**src/rtl/text_pkg.sv**
```systemverilog
// Shared constants, types and address packing for the VGA text-buffer writer.
// The display read side uses the same {col,row} address layout.
package text_pkg;

    localparam int COLS   = 64;
    localparam int ROWS   = 30;
    localparam int COL_W  = 6;
    localparam int ROW_W  = 5;
    localparam int ADDR_W = COL_W + ROW_W;
    localparam int CELLS  = COLS * ROWS;
    localparam int CNT_W  = $clog2(CELLS + 1);

    localparam logic [COL_W-1:0] COL_LAST = COL_W'(COLS - 1);
    localparam logic [ROW_W-1:0] ROW_LAST = ROW_W'(ROWS - 1);

    localparam logic [6:0] BLANK    = 7'h20;
    localparam logic [6:0] CH_TILDE = 7'h7E;
    localparam logic [6:0] CH_CR    = 7'h0D;
    localparam logic [6:0] CH_LF    = 7'h0A;
    localparam logic [6:0] CH_BS    = 7'h08;
    localparam logic [6:0] CH_FF    = 7'h0C;

    typedef enum logic { CLEAR, IDLE } state_t;

    typedef enum logic [2:0] {
        CUR_HOLD,
        CUR_ADVANCE,
        CUR_RETREAT,
        CUR_NEWLINE,
        CUR_HOME
    } cursor_cmd_t;

    function automatic logic [ADDR_W-1:0] pack_addr(input logic [COL_W-1:0] col,
                                                    input logic [ROW_W-1:0] row);
        return {col, row};
    endfunction

endpackage

```
**src/rtl/text_cursor.sv**
```systemverilog
// Text cursor register with advance/retreat/newline/home and screen wrap.
// Also exposes the retreat target so a backspace can write where the cursor lands.
module text_cursor
    import text_pkg::*;
(
    input  logic             clock,
    input  logic             reset,
    input  cursor_cmd_t      cmd,
    output logic [COL_W-1:0] col,
    output logic [ROW_W-1:0] row,
    output logic [COL_W-1:0] back_col,
    output logic [ROW_W-1:0] back_row,
    output logic             at_home
);

    logic [COL_W-1:0] col_d;
    logic [ROW_W-1:0] row_d;
    logic [ROW_W-1:0] row_up;

    always_comb begin
        // NOTE: every signal gets a default before the case, so no path can leave one unassigned and infer a latch.
        col_d    = col;
        row_d    = row;
        row_up   = (row == ROW_LAST) ? '0 : row + ROW_W'(1);
        back_col = (col == '0) ? COL_LAST : col - COL_W'(1);
        back_row = (col == '0) ? row - ROW_W'(1) : row;
        at_home  = (col == '0) && (row == '0);

        case (cmd)
            CUR_ADVANCE: begin
                if (col == COL_LAST) begin
                    col_d = '0;
                    row_d = row_up;
                end else begin
                    col_d = col + COL_W'(1);
                end
            end
            CUR_RETREAT: begin
                if (!at_home) begin
                    col_d = back_col;
                    row_d = back_row;
                end
            end
            CUR_NEWLINE: begin
                col_d = '0;
                row_d = row_up;
            end
            CUR_HOME: begin
                col_d = '0;
                row_d = '0;
            end
            default: ;
        endcase
    end

    // NOTE: state registers use non-blocking assignments so every flop samples pre-edge values.
    always_ff @(posedge clock) begin
        if (reset) begin
            col <= '0;
            row <= '0;
        end else begin
            col <= col_d;
            row <= row_d;
        end
    end

endmodule

```
**src/rtl/text_buffer_writer.sv**
```systemverilog
// Feeds the VGA text RAM from a valid/ready ASCII stream, clearing the screen after
// reset and on form-feed; the clear scan reuses the cursor's advance path.
module text_buffer_writer
    import text_pkg::*;
(
    input  logic              clock,
    input  logic              reset,
    input  logic [6:0]        char_in,
    input  logic              char_valid,
    output logic              char_ready,
    output logic [ADDR_W-1:0] ram_write_addr,
    output logic [6:0]        ram_write_data,
    output logic              ram_we,
    output logic [COL_W-1:0]  cursor_col,
    output logic [ROW_W-1:0]  cursor_row
);

    state_t            state, state_d;
    logic [CNT_W-1:0]  clear_cnt, clear_cnt_d;
    logic              ready_d, we_d;
    logic [ADDR_W-1:0] addr_d;
    logic [6:0]        data_d;
    cursor_cmd_t       cmd;
    logic [COL_W-1:0]  back_col;
    logic [ROW_W-1:0]  back_row;
    logic              at_home;

    text_cursor u_cursor (
        .clock    (clock),
        .reset    (reset),
        .cmd      (cmd),
        .col      (cursor_col),
        .row      (cursor_row),
        .back_col (back_col),
        .back_row (back_row),
        .at_home  (at_home)
    );

    always_comb begin
        state_d     = state;
        clear_cnt_d = clear_cnt;
        ready_d     = char_ready;
        we_d        = 1'b0;
        addr_d      = ram_write_addr;
        data_d      = ram_write_data;
        cmd         = CUR_HOLD;

        case (state)
            CLEAR: begin
                ready_d = 1'b0;
                // After CELLS advances the cursor has wrapped back to (0,0) on its own.
                if (clear_cnt == CNT_W'(CELLS)) begin
                    state_d = IDLE;
                    ready_d = 1'b1;
                end else begin
                    we_d        = 1'b1;
                    addr_d      = pack_addr(cursor_col, cursor_row);
                    data_d      = BLANK;
                    cmd         = CUR_ADVANCE;
                    clear_cnt_d = clear_cnt + CNT_W'(1);
                end
            end
            IDLE: begin
                ready_d = 1'b1;
                if (char_valid && char_ready) begin
                    if (char_in >= BLANK && char_in <= CH_TILDE) begin
                        we_d   = 1'b1;
                        addr_d = pack_addr(cursor_col, cursor_row);
                        data_d = char_in;
                        cmd    = CUR_ADVANCE;
                    end else begin
                        case (char_in)
                            CH_CR, CH_LF: cmd = CUR_NEWLINE;
                            CH_BS: begin
                                if (!at_home) begin
                                    we_d   = 1'b1;
                                    addr_d = pack_addr(back_col, back_row);
                                    data_d = BLANK;
                                    cmd    = CUR_RETREAT;
                                end
                            end
                            CH_FF: begin
                                state_d     = CLEAR;
                                clear_cnt_d = '0;
                                ready_d     = 1'b0;
                                cmd         = CUR_HOME;
                            end
                            default: ;
                        endcase
                    end
                end
            end
            default: ;
        endcase
    end

    always_ff @(posedge clock) begin
        if (reset) begin
            state          <= CLEAR;
            clear_cnt      <= '0;
            char_ready     <= 1'b0;
            ram_we         <= 1'b0;
            ram_write_addr <= '0;
            ram_write_data <= '0;
        end else begin
            state          <= state_d;
            clear_cnt      <= clear_cnt_d;
            char_ready     <= ready_d;
            ram_we         <= we_d;
            ram_write_addr <= addr_d;
            ram_write_data <= data_d;
        end
    end

endmodule

```
**config.mk**
```make
export PLATFORM = sky130hd
export DESIGN_NAME = text_buffer_writer
export DESIGN_NICKNAME = d
export VERILOG_FILES = /design/src/rtl/text_pkg.sv /design/src/rtl/text_cursor.sv /design/src/rtl/text_buffer_writer.sv
export SDC_FILE = /design/constraint.sdc
export NUM_CORES = 1
export LEC_CHECK = 0
export ABC_AREA = 1
export BUFFER_PORTS_ARGS = -buffer_cell sky130_fd_sc_hd__buf_2
export CAP_MARGIN = 20
export CORE_MARGIN = 3
export CORE_UTILIZATION = 55
export CTS_BUF_LIST = sky130_fd_sc_hd__clkbuf_8
export DETAILED_ROUTE_END_ITERATION = 10
export GPL_TIMING_DRIVEN = 0
export PLACE_DENSITY = 0.89
export SYNTH_ARGS = -nofsm -noshare
export SYNTH_HDL_FRONTEND = slang
export SYNTH_SLANG_ARGS = --single-unit
```
**constraint.sdc**
```tcl
create_clock -name clock -period 3.1 [get_ports clock]
set_clock_uncertainty 0.1 [all_clocks]
set_input_delay 0.62 -clock clock [delete_from_list [all_inputs] [get_ports clock]]
set_output_delay 0.62 -clock clock [all_outputs]
set_load 0.02 [all_outputs]
```
==> impl_results.md, run 1 <==
* Status: finished, final reports clean
* CTS Root Cell: clkbuf_8
* Wire per inst at 13.2 um
* Post-cts sizing count at 0
* Worst Max-Slew Pin Slew at between 0.4 and 0.5 ns
* Post-synthesis sequential area ratio at 30.1%
* R2R Path Start: u_cursor.col[0]
* TritonCTS clock tree: yes
* CTS buffer count at 5
* Crit-path cells: inv_1 -> ha_1 -> nand3_4 -> o21ai_2 -> a21oi_1 -> nand3_1 -> nand2_1 -> nor2_1 -> nor2_1
* Period Utilization, post-route at between 60% and 70%
* # rows at 25
* Synthesized area at between 0.002 and 0.003 mm^2
* Largest area contributor in the netlist: dfxtp_1
* Final core occ at 65.4%
* Vias per cell at 5.41
* Critical path origin: u_cursor.col[0]
* Area of the die at 0.00596 mm^2
* Antenna violations before repair at 0
* RSZ-0062 raised after global routing: false
* Critical Path Max Stage Delay at 0.44 ns
* Number of remaining DRC errors at 0
* Crit path DAT at ~2.2 ns
* Share of cells above drive strength 1 at 16.2%
* Min Tclk post-route at 2.10 ns
* Worst Hold Slack at around 0.38 ns
* FMAX at between 0.4 and 0.5 GHz
* Warnings, synthesis at 0
* Vias at about 3,000
* Crit Path Category: register to register
* Drt first pass iters at 6
* Cell area after layout at 0.00315 mm^2
* Syn_area_per_cell at between 6 and 7 um^2
* Initial Util at 57.9%
* Final ANT Viol Nets at 0
* Rel. slew slack at 67.6%
* Lkg Pwr at 1.56 nW
* CP Capture Point: u_cursor.row[3]
* Total GRT Usage at between 20% and 30%
* Core Area at 0.00482 mm^2
* Worst reg-to-reg setup slack at between 1 and 1.5 ns
* Post-DP Area at roughly 0.003 mm^2
* Die Span Y at a little under 80 um
* Clock Sinks at 42
* Clk buf depth at 2
* Slew Viols, Final at 0
* Slowest-stage cell, CP: dfxtp_1
* Clk_lat worst skew at roughly 0.3 ns
* 1st-iter DRT viols at around 260
* Fill count at between 400 and 500
* Cts hold-fix bufs at 0
* Dominant cells by area after synthesis: dfxtp_1, nand2_1, nor2_1, nand3_1, o21ai_0
* Setup crit start kind: register
* Width of the die at 77.2 um
* Overall power at 1.05 mW
* Syn_nets at 455
* Remaining global-route overflow at 0
* Cells after Synth at between 400 and 500
* Max_cap viols at 0
* Final setup vio count at 0
* Top cell by count, worst path: nor2_1
* Worst Setup End Kind: register
* Reg-to-Reg End: u_cursor.row[3]
* Vias in the first global route at between 2,000 and 3,000
* WL final at 7.23 mm
* Final Hold Fails at 0
* HP Class: register to register
* Postcts setup bufs at 0
* Largest net degree at the start of global routing at 13
* Final #Nets at about 500
* Antenna cells at 0
* Area share of the largest cell type after synthesis at about 30%
* Layout overhead on the synthesized area at 12.8%
* R2R cell count at 9
* First-pass GRT wire length at between 10 and 15 mm
* H-Tree Depth at 2
* Required time worst endpoint at ~3.2 ns
* Final setup TNS at 0 ns
* I/O pins at between 40 and 50
* Port bufs at 39
* Worst-path clk slew at 0.08 ns
* FF+latch count, synth at 42
* Worst hold stages at 2
* Hpwl dp at approximately 5.3 mm
* Routability Congestion at around 0.94
* PwrDens at roughly 330 mW/mm^2
* Unique masters post-synth at 33
* Maximum vdd drop at about 0.22 mV
* Max FO, Critical Path at 10
## worst max-delay path, delay by kind of cell, from the launching register on
family          cells  cell delay [ns]
flops               1             0.44
buf+inv             1             0.16
fa+ha+maj           1             0.28
simple gates        5             0.56
compound gates      2             0.51
## stage by stage
| step | setup WS (ns) | std cells |
|---|---|---|
| 6_report | 1.00 | 549 |
| 5_1_grt | 0.847 | 549 |
| 4_1_cts | 1.01 | 549 |
| 3_5_place_dp | 0.917 | 542 |
| 3_3_place_gp | 0.927 | 542 |
| 2_1_floorplan | 1.26 | 436 |
## worst min path at each step
stage                       from                end  slack [ns]
2_1_floorplan      clear_cnt[10]      clear_cnt[10]        0.38
3_5_place_dp   ram_write_data[0]  ram_write_data[0]        0.37
3_3_place_gp   ram_write_data[3]  ram_write_data[3]        0.36
4_1_cts        ram_write_data[4]  ram_write_data[4]        0.38
5_1_grt        ram_write_data[4]  ram_write_data[4]        0.40
6_report       ram_write_data[4]  ram_write_data[4]        0.38
## flip-flops by register name (all words and copies together), names as in the netlist
name,flops
clear_cnt,11
ram_write_addr,11
ram_write_data,7
u_cursor.col,6
u_cursor.row,5
ram_we,1
state,1
## synth_stat cells
master    count
clkbuf_1      5
buf_4         1
xnor2_1       1
nand3_1      36
nand3_2       1
nor2_1       81
or2_2         1
xor2_1       12
o21ai_2       2
o21ai_0      36
nand4_4       1
nand4_1       3
nor3_1        9
a211oi_1      1
o21ai_1       6
a211oi_2      1
nor2_8        1
a21oi_1      19
buf_6         3
inv_2         2
inv_1        43
nand3_4       2
buf_1         1
nor3b_1       1
ha_1          9
nand2_2       6
nand3b_1      3
buf_2         4
nor2_2        3
inv_4         1
nand2_1      96
dfxtp_1      42
nand2_4       3
## layout make-up
type / instances / area, um^2 / area share [%]
flip-flops and latches: 42 / 841 / 26.7
inverters: 46 / 175 / 5.56
repair buffers: 39 / 195 / 6.20
plain buffers: 14 / 83.8 / 2.66
well taps: 67 / 83.8 / 2.66
multi-input cells: 334 / 1690 / 53.7
clock buffers: 5 / 68.8 / 2.19
clock inverters: 2 / 10.0 / 0.318
## power by group
part / switching, mW / leakage [nW] / internal (mW)
Clock: 0.185 / 0.0438 / 0.151
Combinational: 0.101 / 1.18 / 0.0535
Sequential: 0.0111 / 0.341 / 0.550
## layer usage
layer,vias up,global-route usage (%),wire length (um)
met3,18,4.11,404
li1,1488,-,-
met2,112,44.0,3560
met4,0,9.79,168
met1,1352,30.2,3100
met5,-,0,0
## placed cells by master, fill, tap and decap left out, types with 5 or more instances in the layout
cell and instances:
ha_1 9, nand2_1 96, nand2_2 6, nor2_1 81, buf_2 43, clkbuf_1 5
a21oi_1 19, nand3_1 36, nor3_1 9, dfxtp_1 42, inv_1 43, clkbuf_8 5
o21ai_0 36, xor2_1 12, o21ai_1 6
## logic make-up after synthesis
| kind of cell | count (synthesis) | share of synthesized area [%] |
|---|---|---|
| AND/OR/NAND/NOR | 247 | 40.2 |
| AO/OA/AOI/OAI | 65 | 12.3 |
| buffers and inverters | 60 | 9.28 |
| flip-flops | 42 | 30.1 |
| XOR/XNOR | 13 | 4.08 |
| adder cells (fa/ha/maj) | 9 | 4.04 |
Power figures use the tool's default switching activity.
==> inputs of run 2 (changes only) <==
- clock period: 3.1 -> 2.15 ns (I/O delays scaled with it)
==> impl_results.md, run 2 (same netlist as run 1, synthesis figures left out) <==
* Status: finished, final reports clean
* First-pass GRT wire length at 12.3 mm (unchanged)
* Critical Path Max Stage Delay at 0.51 ns (+0.07 ns)
* Core Area at 0.00482 mm^2 (unchanged)
* Required time worst endpoint at 2.28 ns (-0.96 ns)
* Clk buf depth at 2 (unchanged)
* Total GRT Usage at 25.0% (unchanged)
* 1st-iter DRT viols at 257 (+0.78%)
* Final setup TNS at 0 ns (unchanged)
* Die Span Y at 77.2 um (unchanged)
* Share of cells above drive strength 1 at 16.9% (+0.76 points)
* CTS Root Cell: clkbuf_8
* Top cell by count, worst path: nor2_1
* Hpwl dp at 5.28 mm (unchanged)
* Rel. slew slack at 67.8% (+0.22 points)
* I/O pins at 41 (unchanged)
* Cell family with most CP delay: flip-flops
* Worst Setup End Kind: register
* Final #Nets at 503 (+0.40%)
* Largest net degree at the start of global routing at 13 (unchanged)
* Clock Sinks at 42 (unchanged)
* Vias per cell at 5.42 (+0.14%)
* HP Class: primary input to register
* Overall power at 1.52 mW (+44%)
* Max_cap viols at 0 (unchanged)
* Cts hold-fix bufs at 0 (unchanged)
* RSZ-0062 raised after global routing: false
* Most frequent cells in the layout: nand2_1, nor2_1, buf_2
* Vias at 2,985 (+0.51%)
* Min Tclk post-route at 2.03 ns (-0.0654 ns)
* PwrDens at 477 mW/mm^2 (+43%)
* Clk_lat worst skew at 0.29 ns (about the same)
* Layout overhead on the synthesized area at 14.0%
* Vias in the first global route at 2,798 (unchanged)
* # rows at 25 (unchanged)
* Slew Viols, Final at 0 (unchanged)
* Fill count at 451 (-1.1%)
* Max FO, Critical Path at 8 (-2)
* Final core occ at 66.1% (+0.70 points)
* Crit-path cells: inv_1 -> ha_1 -> nand3_1 -> o21ai_4 -> buf_4 -> a21oi_2 -> nand3b_1 -> nand2_1 -> nor2_1 -> nor2_1
* Wire per inst at 13.1 um (-0.17%)
* Most common cell after layout, fill and taps aside: nand2_1
* Worst Max-Slew Pin Slew at 0.483 ns (-0.00336 ns)
* Antenna violations before repair at 0 (unchanged)
* TritonCTS clock tree: yes
* Seq. cell area at 841 um^2 (unchanged)
* Worst-path clk slew at 0.08 ns (about the same)
* Width of the die at 77.2 um (unchanged)
* Antenna cells at 0 (unchanged)
* FMAX at 0.492 GHz (+3.2%)
* Slowest-stage cell, CP: dfxtp_1
* Final setup vio count at 0 (unchanged)
* Setup crit start kind: register
* Port bufs at 39 (unchanged)
* Final Hold Fails at 0 (unchanged)
* Maximum vdd drop at 0.321 mV (+44%)
* Top flop regs: clear_cnt: 11 flops, ram_write_addr: 11 flops, ram_write_data: 7 flops
* H-Tree Depth at 2 (unchanged)
* Drt first pass iters at 8 (+2)
* Number of remaining DRC errors at 0 (unchanged)
* Final ANT Viol Nets at 0 (unchanged)
* Remaining global-route overflow at 0 (unchanged)
* Period Utilization, post-route at 94.6% (+27 points)
* Lkg Pwr at 1.57 nW (+0.58%)
* Multi-input logic area at 0.00171 mm^2 (+1.1%)
* Initial Util at 57.9% (unchanged)
* Area of the die at 0.00596 mm^2 (unchanged)
* Crit path DAT at 2.17 ns (-0.07 ns)
* CTS buffer count at 5 (unchanged)
* WL final at 7.24 mm (+0.19%)
* Crit Path Category: register to register
* Critical path buffers and inverters at 2 (+1)
* Routability Congestion at 0.939 (unchanged)
run 2: worst register-to-register path: cells and delay by family, from the launching register on:
kind / cells / cell delay [ns]
buffers and inverters: 2 / 0.32
AO/OA/AOI/OAI: 2 / 0.34
AND/OR/NAND/NOR: 5 / 0.50
flip-flops: 1 / 0.51
adder cells (fa/ha/maj): 1 / 0.22
run 2: repair_timing:
action / in CTS / in global routing
endpoints found under the setup margin: 0 / 22
setup buffers: 0 / 2
resized for setup: 0 / 4
run 2: power breakdown:
part,switching [mW],internal [mW]
Sequential,0.0162,0.792
Combinational,0.149,0.0809
Clock,0.262,0.218
Total,0.427,1.09
run 2: stage by stage:
stage,instance area (um^2),hold WS [ns],std cells,setup slack (ns)
finish,3180,0.321,551,0.115
global route,3180,0.335,551,0.0114
CTS,3150,0.318,549,0.0618
detailed placement,3070,0.368,542,0.0860
global placement,3070,0.359,542,0.139
floorplan,2790,0.381,436,0.309
run 2: path summary, 6_finish.rpt:
kind,start,to,slack [ns],depth (start not counted)
worst max-delay path,u_cursor.row[0],u_cursor.row[4],0.12,10
worst min-delay path,char_in[4],ram_write_data[4],0.32,3
worst max register to register,u_cursor.row[0],u_cursor.row[4],0.12,10
worst min register to register,ram_write_data[4],ram_write_data[4],0.38,2
run 2: cell type report:
| class | count | area share, % |
|---|---|---|
| multi-input cells | 334 | 53.7 |
| flip-flops and latches | 42 | 26.4 |
| repair buffers | 41 | 6.61 |
| inverters | 46 | 5.51 |
| plain buffers | 14 | 2.63 |
| well taps | 67 | 2.63 |
| clock buffers | 5 | 2.16 |
| clock inverters | 2 | 0.315 |
run 2: per-layer routing:
metal	track usage, %	vias to the layer above	share of wire [%]
met2	44.0	119	50
met3	4.11	15	6.4
li1	-	1488	-
met5	0	-	0
met4	9.79	0	2.0
met1	30.2	1363	42
==> inputs of run 3 (changes only) <==
- ABC_AREA: 1 -> 0
- PLACE_DENSITY: 0.89 -> 0.9
==> impl_results.md, run 3 <==
* Status: complete, but fails checks
* Violated checks: setup timing
* Asr flop ratio synth at 0% (unchanged)
* Lkg Pwr at 1.41 nW (-11%)
* Final setup TNS at -0.722 ns (-0.722 ns)
* Routability Congestion at 0.932 (-0.73%)
* Worst setup margin at -0.170 ns (-0.285 ns)
* Clock power frac at 32.4% (+0.8 points)
* Hpwl dp at 4.63 mm (-12%)
* Fraction of the mapped netlist area in compound gates at 24.3% (+12 points)
* Dominant cells by area after synthesis: dfxtp_1, nand2_1, nor2_1, a21oi_1, ha_1
* Setup crit start kind: register
* WL final at 8.24 mm (+14%)
* Largest family of logic cells by synthesized area: simple AND/OR/NAND/NOR gates
* Simple-gate area share of the yosys netlist at 26.4% (-14 points)
* Worst Setup End Kind: register
* Wire per inst at 18.6 um (+42%)
* # rows at 24 (-4.0%)
* Width of the die at 74.0 um (-4.2%)
* I/O pins at 41 (unchanged)
* Worst-path clk slew at 0.08 ns (about the same)
* Final Hold Fails at 0 (unchanged)
* Sequential share of power at 50.3% (-2.9 points)
* Vias per cell at 6.51 (+20%)
* Critical path origin: u_cursor.col[1]
* Largest net degree at the start of global routing at 13 (unchanged)
* Rel. slew slack at 57.4% (-10 points)
* Slew Viols, Final at 0 (unchanged)
* Max_cap viols at 0 (unchanged)
* Vias at 2,876 (-3.7%)
* Post-synthesis mux area share at 0.788% (+0.79 points)
* TritonCTS clock tree: yes
* Final setup vio count at 9 (+9)
* FMAX at 0.431 GHz (-12%)
* DRT met1 WL at 3.10 mm (+2.0%)
* RSZ-0062 raised after global routing: true
* Crit Path Category: register to register
* Worst Max-Slew Pin Slew at 0.639 ns (+0.156 ns)
* Most frequent cell after synthesis: dfxtp_1
* Remaining global-route overflow at 0 (unchanged)
* Drt first pass iters at 6 (-2)
* Synth cell count leaders: dfxtp_1, nand2_1, nor2_1
* Switching share of power at 28.7% (+0.57 points)
* First-pass GRT wire length at 11.3 mm (-8.4%)
* Cells after Synth at 316 (-28%)
* Post-synthesis sequential area ratio at 33.1% (+3.0 points)
* FF+latch count, synth at 42 (unchanged)
* Port bufs at 38 (-2.6%)
* Number of remaining DRC errors at 0 (unchanged)
* Ys flop type: dfxtp_1
* Clock Sinks at 42 (unchanged)
* Antenna violations before repair at 0 (unchanged)
* Synthesized area at 0.00254 mm^2 (-9.0%)
* Layout overhead on the synthesized area at 35.4%
* Min-delay src: ram_write_addr[9]
* Required time worst endpoint at 2.25 ns (-0.03 ns)
* Min Tclk post-route at 2.32 ns (+0.285 ns)
* Area share of the largest cell type after synthesis at 33.1% (+3.0 points)
* Initial Util at 57.5% (-0.38 points)
* HP Class: register to register
* Total GRT Usage at 26.5% (+1.5 points)
* Die Span Y at 74.0 um (-4.2%)
* Maximum vdd drop at 0.353 mV (+9.9%)
* H-Tree Depth at 2 (unchanged)
* Largest area contributor in the netlist: dfxtp_1
* CTS Root Cell: clkbuf_8
* Net Sw Power at 0.460 mW (+7.6%)
* Pint at 1.14 mW (+4.7%)
* Syn_area_per_cell at 8.04 um^2 (+26%)
* PwrDens at 466 mW/mm^2 (-2.4%)
* Area of the die at 0.00547 mm^2 (-8.3%)
* 1st-iter DRT viols at 494 (+92%)
* Crit path DAT at 2.42 ns (+0.25 ns)
* EDFF count, synth at 0 (unchanged)
* Max FO, Critical Path at 6 (-2)
* Most common cell after layout, fill and taps aside: buf_2
* Top flop regs: clear_cnt: 11 flops, ram_write_addr: 11 flops, ram_write_data: 7 flops
* Routed wl met2 at 4.12 mm (+15%)
* Top routing layer used: met4
* Syn_nets at 335 (-26%)
* Period Utilization, post-route at 108% (+13 points)
* R2R Path Start: u_cursor.col[1]
* Post-Synth XOR/XNOR Area at 6.21% (+2.1 points)
* Final #Nets at 409 (-19%)
* Unique masters post-synth at 58 (+76%)
* Share of cells above drive strength 1 at 38.2% (+21 points)
* Met3 wire len at 750 um (+61%)
* Vias in the first global route at 2,392 (-15%)
* Final core occ at 77.9% (+12 points)
* Final ANT Viol Nets at 0 (unchanged)
* CTS buffer count at 5 (unchanged)
* Comb power frac at 17.2% (+2.1 points)
* Area share of fa/ha/maj cells after synthesis at 4.43% (+0.40 points)
* Warnings, synthesis at 0 (unchanged)
* Antenna cells at 0 (unchanged)
* Most frequent cells in the layout: buf_2, buf_4, nand2_1
* Core Area at 0.00441 mm^2 (-8.4%)
* Clk buf depth at 2 (unchanged)
* Clk_lat worst skew at 0.30 ns (about the same)
## run 3: critical path, stage by stage, from the launching register on
cell and delay [ns]:
dfxtp_4 0.37, inv_4 0.06, ha_4 0.12, nor2b_4 0.16
nand4_1 0.20, a21bo_4 0.29, buf_4 0.17, a221oi_1 0.34
nor2_1 0.11, a311oi_2 0.30
## run 3: cell families after synthesis
logic type / Yosys count
AOI/OAI and AO/OA: 82
xor gates and xnor gates: 18
adders and majority gates: 9
buffers and inverters: 29
DFF: 42
muxes: 2
and+or+nand+nor: 134
## run 3: power groups by stage
stage	clock network (mW)	logic [mW]	registers, mW
finish	0.520	0.276	0.807
global route	0.543	0.296	0.808
CTS	0.519	0.230	0.806
detailed placement	0	0.203	0.825
global placement	0	0.196	0.824
floorplan	0	0.132	0.835
## run 3: repair_timing
action	in CTS	in global routing
hold buffers	0	0
cloned	0	1
hold endpoints to repair	0	0
buffers inserted	14	21
pin swaps	11	23
endpoints found under the setup margin	27	30
resized for setup	27	51
## run 3: layout make-up
class,instances,area (um^2)
Tap cell,52,65.1
Fill cell,277,975
Sequential cell,42,867
Inverter,11,46.3
Clock inverter,1,3.75
Clock buffer,6,82.6
Timing Repair Buffer,73,453
Multi-Input combinational cell,245,1850
Buffer,12,70.1
## run 3: per-stage QoR
stage	hold WS, ns	cells	instance area, um^2	worst slack (ns)	power, mW
5_1_grt	0.365	442	3440	-0.193	1.65
2_1_floorplan	0.374	316	2570	0.00201	0.967
4_1_cts	0.350	425	3100	-0.000942	1.56
6_report	0.353	442	3440	-0.170	1.60
3_3_place_gp	0.337	406	2820	-0.386	1.02
3_5_place_dp	0.340	406	2820	-0.416	1.03
## run 3: worst paths after layout
kind / endpoint / slack (ns) / depth (start not counted)
hold reg to reg: ram_write_addr[9] / 0.35 / 2
setup reg to reg: u_cursor.col[2] / -0.17 / 9
setup / recovery: u_cursor.col[2] / -0.17 / 9
hold / removal: ram_write_addr[9] / 0.35 / 2
## run 3: layer usage
layer  up-vias  global-route usage (%)
met5         -                       0
met4         0                    11.1
met3        39                    4.46
met2       199                    42.8
met1      1342                    35.1
li1       1296                       -
